File: src/rtl/buzzer_arbiter_n.sv
// Quiz-show buzzer arbiter: first eligible rising buzz wins, host judges, countdown with alarm.
// Latency: every output is a register; an input sampled on edge k is visible just after edge k.
// Backpressure: none; inputs are levels sampled every cycle, and illegal-state inputs are ignored.
//
// Ports:
//   i_clk           single clock, rising edge
//   i_rst           synchronous reset, active-low
//   i_start         open a round (IDLE only)
//   i_buzz          debounced player buttons, bit i = player i
//   i_judge_ok      answer correct (ANSWER only)
//   i_judge_bad     answer wrong   (ANSWER only), wins over i_judge_ok
//   i_clear_scores  zero all scores and foul flags, any state
//   o_winner        one-hot current responder, 0 when none
//   o_winner_id     index of responder, 0 when none
//   o_time_left     remaining countdown ticks
//   o_scores        packed scores, player i at [i*SCORE_W +: SCORE_W]
//   o_foul          players locked out of the next round for buzzing early
//   o_state         0 IDLE, 1 ARMED, 2 ANSWER
//   o_alarm         timeout indicator, sticky until next start or reset
module buzzer_arbiter_n #(
  parameter int N_PLAYERS   = 4,
  parameter int SCORE_W     = 8,
  parameter int TICK_DIV    = 100_000_000,
  parameter int ANSWER_SECS = 20,
  localparam int ID_W       = (N_PLAYERS > 2) ? $clog2(N_PLAYERS) : 1
) (
  input  logic                         i_clk,
  input  logic                         i_rst,
  input  logic                         i_start,
  input  logic [N_PLAYERS-1:0]         i_buzz,
  input  logic                         i_judge_ok,
  input  logic                         i_judge_bad,
  input  logic                         i_clear_scores,
  output logic [N_PLAYERS-1:0]         o_winner,
  output logic [ID_W-1:0]              o_winner_id,
  output logic [7:0]                   o_time_left,
  output logic [N_PLAYERS*SCORE_W-1:0] o_scores,
  output logic [N_PLAYERS-1:0]         o_foul,
  output logic [1:0]                   o_state,
  output logic                         o_alarm
);

  localparam int                 DIV_W     = (TICK_DIV > 1) ? $clog2(TICK_DIV) : 1;
  localparam logic [DIV_W-1:0]   DIV_LAST  = DIV_W'(TICK_DIV - 1);
  localparam logic [7:0]         RELOAD    = 8'(ANSWER_SECS);
  localparam logic [SCORE_W-1:0] SCORE_MAX = '1;

  typedef enum logic [1:0] {
    S_IDLE   = 2'd0,
    S_ARMED  = 2'd1,
    S_ANSWER = 2'd2
  } state_t;

  state_t                            r_state, w_state_nxt;
  logic [N_PLAYERS-1:0]              r_buzz_q;
  logic [N_PLAYERS-1:0]              r_winner, w_winner_nxt;
  logic [ID_W-1:0]                   r_winner_id, w_winner_id_nxt;
  logic [7:0]                        r_time_left, w_time_left_nxt;
  logic [N_PLAYERS-1:0]              r_foul, w_foul_nxt;
  logic                              r_alarm, w_alarm_nxt;
  logic [DIV_W-1:0]                  r_div, w_div_nxt;
  logic [N_PLAYERS-1:0][SCORE_W-1:0] r_score, w_score_nxt;

  logic [N_PLAYERS-1:0] w_edge, w_elig, w_pick;
  logic [ID_W-1:0]      w_pick_id;
  logic                 w_tick, w_inc, w_dec;

  assign w_edge = i_buzz & ~r_buzz_q;
  assign w_elig = w_edge & ~r_foul;
  // Two's-complement trick isolates the lowest set bit: lowest index wins ties.
  assign w_pick = w_elig & (~w_elig + N_PLAYERS'(1));
  assign w_tick = (r_state != S_IDLE) && (r_div == DIV_LAST);

  always_comb begin
    w_pick_id = '0;
    for (int i = N_PLAYERS - 1; i >= 0; i--) begin
      if (w_elig[i]) w_pick_id = ID_W'(i);
    end
  end

  always_comb begin
    w_state_nxt     = r_state;
    w_winner_nxt    = r_winner;
    w_winner_id_nxt = r_winner_id;
    w_time_left_nxt = r_time_left;
    w_foul_nxt      = r_foul;
    w_alarm_nxt     = r_alarm;
    w_div_nxt       = '0;
    w_score_nxt     = r_score;
    w_inc           = 1'b0;
    w_dec           = 1'b0;

    case (r_state)
      S_IDLE: begin
        w_foul_nxt = r_foul | w_edge;
        if (i_start) begin
          w_state_nxt     = S_ARMED;
          w_time_left_nxt = RELOAD;
          w_winner_nxt    = '0;
          w_winner_id_nxt = '0;
          w_alarm_nxt     = 1'b0;
        end
      end
      S_ARMED: begin
        w_div_nxt = w_tick ? '0 : r_div + DIV_W'(1);
        // A winner on the same edge as a tick takes precedence and reloads the count.
        if (w_elig != '0) begin
          w_state_nxt     = S_ANSWER;
          w_winner_nxt    = w_pick;
          w_winner_id_nxt = w_pick_id;
          w_time_left_nxt = RELOAD;
          w_div_nxt       = '0;
          w_foul_nxt      = '0;
        end else if (w_tick) begin
          if (r_time_left == 8'd1) begin
            w_state_nxt     = S_IDLE;
            w_time_left_nxt = 8'd0;
            w_alarm_nxt     = 1'b1;
            w_foul_nxt      = '0;
          end else begin
            w_time_left_nxt = r_time_left - 8'd1;
          end
        end
      end
      S_ANSWER: begin
        w_div_nxt = w_tick ? '0 : r_div + DIV_W'(1);
        // A judge on the timeout edge wins, so no alarm in that case.
        if (i_judge_bad) begin
          w_dec       = 1'b1;
          w_state_nxt = S_IDLE;
        end else if (i_judge_ok) begin
          w_inc       = 1'b1;
          w_state_nxt = S_IDLE;
        end else if (w_tick) begin
          if (r_time_left == 8'd1) begin
            w_dec           = 1'b1;
            w_alarm_nxt     = 1'b1;
            w_time_left_nxt = 8'd0;
            w_state_nxt     = S_IDLE;
          end else begin
            w_time_left_nxt = r_time_left - 8'd1;
          end
        end
      end
      default: w_state_nxt = S_IDLE;
    endcase

    for (int i = 0; i < N_PLAYERS; i++) begin
      if (r_winner[i]) begin
        if (w_inc && (r_score[i] != SCORE_MAX)) begin
          w_score_nxt[i] = r_score[i] + SCORE_W'(1);
        end else if (w_dec && (r_score[i] != '0)) begin
          w_score_nxt[i] = r_score[i] - SCORE_W'(1);
        end
      end
    end

    if (i_clear_scores) begin
      w_score_nxt = '0;
      w_foul_nxt  = '0;
    end
  end

  always_ff @(posedge i_clk) begin
    if (!i_rst) begin
      r_state     <= S_IDLE;
      r_winner    <= '0;
      r_winner_id <= '0;
      r_time_left <= 8'd0;
      r_foul      <= '0;
      r_alarm     <= 1'b0;
      r_div       <= '0;
      r_score     <= '0;
    end else begin
      r_state     <= w_state_nxt;
      r_winner    <= w_winner_nxt;
      r_winner_id <= w_winner_id_nxt;
      r_time_left <= w_time_left_nxt;
      r_foul      <= w_foul_nxt;
      r_alarm     <= w_alarm_nxt;
      r_div       <= w_div_nxt;
      r_score     <= w_score_nxt;
    end
  end

  // The edge detector keeps tracking the buttons during reset (it reads 0 when
  // nobody is pressing), so a button held through reset is not seen as a fresh press.
  always_ff @(posedge i_clk) begin
    r_buzz_q <= i_buzz;
  end

  assign o_winner    = r_winner;
  assign o_winner_id = r_winner_id;
  assign o_time_left = r_time_left;
  assign o_scores    = r_score;
  assign o_foul      = r_foul;
  assign o_state     = r_state;
  assign o_alarm     = r_alarm;

endmodule

File: config.mk
export PLATFORM = sky130hd
export DESIGN_NAME = buzzer_arbiter_n
export DESIGN_NICKNAME = d
export VERILOG_FILES = /design/src/rtl/buzzer_arbiter_n.sv
export SDC_FILE = /design/constraint.sdc
export NUM_CORES = 1
export LEC_CHECK = 0
export CORE_MARGIN = 2
export CORE_UTILIZATION = 35
export DETAILED_ROUTE_END_ITERATION = 8
export SYNTH_ARGS = -nofsm -noshare
export SYNTH_HDL_FRONTEND = slang
export SYNTH_SLANG_ARGS = --single-unit
File: constraint.sdc
create_clock -name i_clk -period 4.2 [get_ports i_clk]
set_input_delay 0.84 -clock i_clk [delete_from_list [all_inputs] [get_ports i_clk]]
set_output_delay 0.84 -clock i_clk [all_outputs]
set_load 0.05 [all_outputs]
==> results.txt <==
Post-Place Worst Slack: 550.8 ps
P&R area growth vs syn: 20.69%
Netlist cell types: 61
period utilization: 78.65%
Vias/cell: 5.816
CTS tree: built
setup TNS: 0 ps
most common cell in the netlist: dfxtp_1
Slew Limit Headroom: 34.68%
port bufs: 62
Placer Congestion: 0.9298
Max Cap Violations: 0
Seq/Total Area, Yosys: 31.00%
Initial DRC Count: 350
Seq cells post-synth: 84
# diodes: 0
synth top area cells: dfxtp_1 31%, ha_1 7.1%, nand3_1 4.5%
Final Max Tran Viols: 0
row cnt: 45
Synth Flop Type: dfxtp_1
Nets: 777
CTS clk-pin slew, worst paths: 60 ps
Die Height: 128.5 microns
WL final: 15.37 mm
Peak VDD IR: 243.6 uV
RSZ-0062 raised after global routing: no
Setup WS post-layout: 896.6 ps
Fmax achieved: 0.3027 GHz
Critical Path End Type: flop
initial core utilization: 35.69%
area leader, netlist: dfxtp_1
min cycle time layout: 3303 ps
ratio of cells with drive above 1 in the final layout: 5.027%
worst-margin pin slew: 979.8 ps
Routed Antenna Nets: 0
Final Skew: 9.606 ps
area of the mapped netlist: 5425 sq um
worst-path fanout max: 8
Synth Instances: 672
EDFF count, synth: 0
fillcell total: 1520
vias in the first global route: 5086
CORE AREA: 15200 sq um
DR WL/cell: 16.63 microns
initial antenna violation count: 0
critical path class: input pin to flop
Post-CTS Hold Buffers: 0
fraction of registers with async set/reset: 0%
Startpoint Class: input pin
yosys warns: 0
Clock Tree Buf Depth: 2
outcome: finished clean
final-report hold violation count: 0
die area: 16510 sq um
Tot GR Track Use: 19.05%
Syn Nets: 717
leak pwr: 2.248 nW
GRT overflow: 0
via count of the routed design: 5374
die width: 128.5 microns
largest net degree at the start of global routing: 27
Hold WC Path Type: flop to flop
Avg Synthesized Cell Area: 8.073 sq um
cts repair resizes: 0
first-pass GRT wire length: 25.23 mm
Yosys top cell area share: 31.00%
dpl hpwl: 11.35 mm
root buffer cell: clkbuf_16
post-CTS setup buffers: 0
most common library cells after synthesis: 84 x dfxtp_1, 63 x nor2_1, 49 x nand2_1, 49 x nand3_1, 41 x a21oi_1
Req. time, crit path: 4490 ps
Critical Path AT: 3590 ps
DRC viols: 0
Clock Latency Late Sink: 350 ps
CTS sink cnt: 84
H-tree levels: 3
first drt pass iteration count: 4
io pins: 63
Num CTS Buffers: 9
final setup fails: 0
P per Cell Area: 308.3 nW/um^2
## cells in the final DEF (no fill, tap or decap), types with 3 or more instances in the layout
cell type         n
o31ai_1           7
o21ai_1           4
dfxtp_1          84
or3_1             3
buf_4             5
nor2_1           63
or3b_2            4
a211oi_1          9
nor3_1           17
o211ai_1          8
a21o_1            5
and2_1            6
xor2_1           15
nor3b_1          16
clkdlybuf4s50_1  62
o21a_1            9
nand4_1          31
o2111ai_1         5
o31a_1            4
inv_1            34
nand2_1          49
and4_1            9
a21oi_1          41
mux2i_1           4
ha_1             31
a41oi_1           7
nand3_1          49
nor4_1           10
fa_1              4
o21bai_1          8
and3_1            7
o41ai_1           5
xnor2_1          25
nand4b_1          3
o21ai_0          37
a31oi_1           5
clkbuf_16         9
nand2b_1          4
## state kept, by name, indices dropped and copies added, names as in the netlist
signal       count
o_scores        32
o_foul           4
r_div           27
o_time_left      8
o_alarm          1
r_buzz_q         4
o_winner_id      2
o_state          2
o_winner         4
## routing by layer
layer	vias up	global-route usage [%]	wire length (microns)	share of wire, %
met2	166	31.57	7227	47
met4	0	6.394	228	1.5
met1	2555	25.15	7162	47
li1	2634	-	-	-
met3	19	3.410	747	4.9
met5	-	0	0	0
## final timing paths
path                      startpoint                        to  slack [ps]  depth (start not counted)
max                       i_judge_ok  o_scores[7]$_SDFFE_PP0P_         900                         10
min              r_div[0]$_SDFF_PN0_       r_div[0]$_SDFF_PN0_         460                          1
max reg2reg  o_state[0]$_SDFFE_PN0N_  o_scores[7]$_SDFFE_PP0P_         980                         11
min reg2reg      r_div[0]$_SDFF_PN0_       r_div[0]$_SDFF_PN0_         460                          1
## logic make-up after synthesis
kind of cell,share of synthesized area (%)
XOR/XNOR,6.458
flip-flops,31.00
multiplexers,0.9456
AND/OR/NAND/NOR,29.31
buffers and inverters,3.713
adder cells (fa/ha/maj),8.625
AO/OA/AOI/OAI,19.95
## layout make-up
type	count	area (sq um)	area share, %
flip-flops and latches	84	1682	25.68
repair buffers	67	658.1	10.05
clock buffers	11	242.7	3.707
clock inverters	4	50.05	0.7644
inverters	35	131.4	2.006
multi-input cells	535	3548	54.19
well taps	188	235.2	3.593
## worst max-delay path: stages
cell	delay [ps]
clkdlybuf4s50_1	540
and3b_1	330
o21a_1	230
inv_1	170
ha_1	320
a21oi_1	200
o211ai_1	160
o41ai_1	480
o2111ai_1	190
nand3_1	130
## stage by stage
stage	hold slack (ps)	total power [mW]	cells	area, sq um	utilization [%]
floorplan	426.2	1.121	672	5425	-
detailed placement	445.9	1.228	909	6255	41.14
CTS	460.9	2.037	924	6548	43.07
global route	503.4	2.111	924	6548	43.07
finish	455.4	2.019	924	6548	43.07
global placement	443.5	1.224	909	6255	41.14
## report_power, final
group	total, mW	internal (mW)	switching, mW
registers	0.847	0.816	0.0308
clock network	0.803	0.473	0.330
logic	0.368	0.123	0.246
total	2.02	1.41	0.607
No activity file was read; power rests on OpenSTA's default activity.
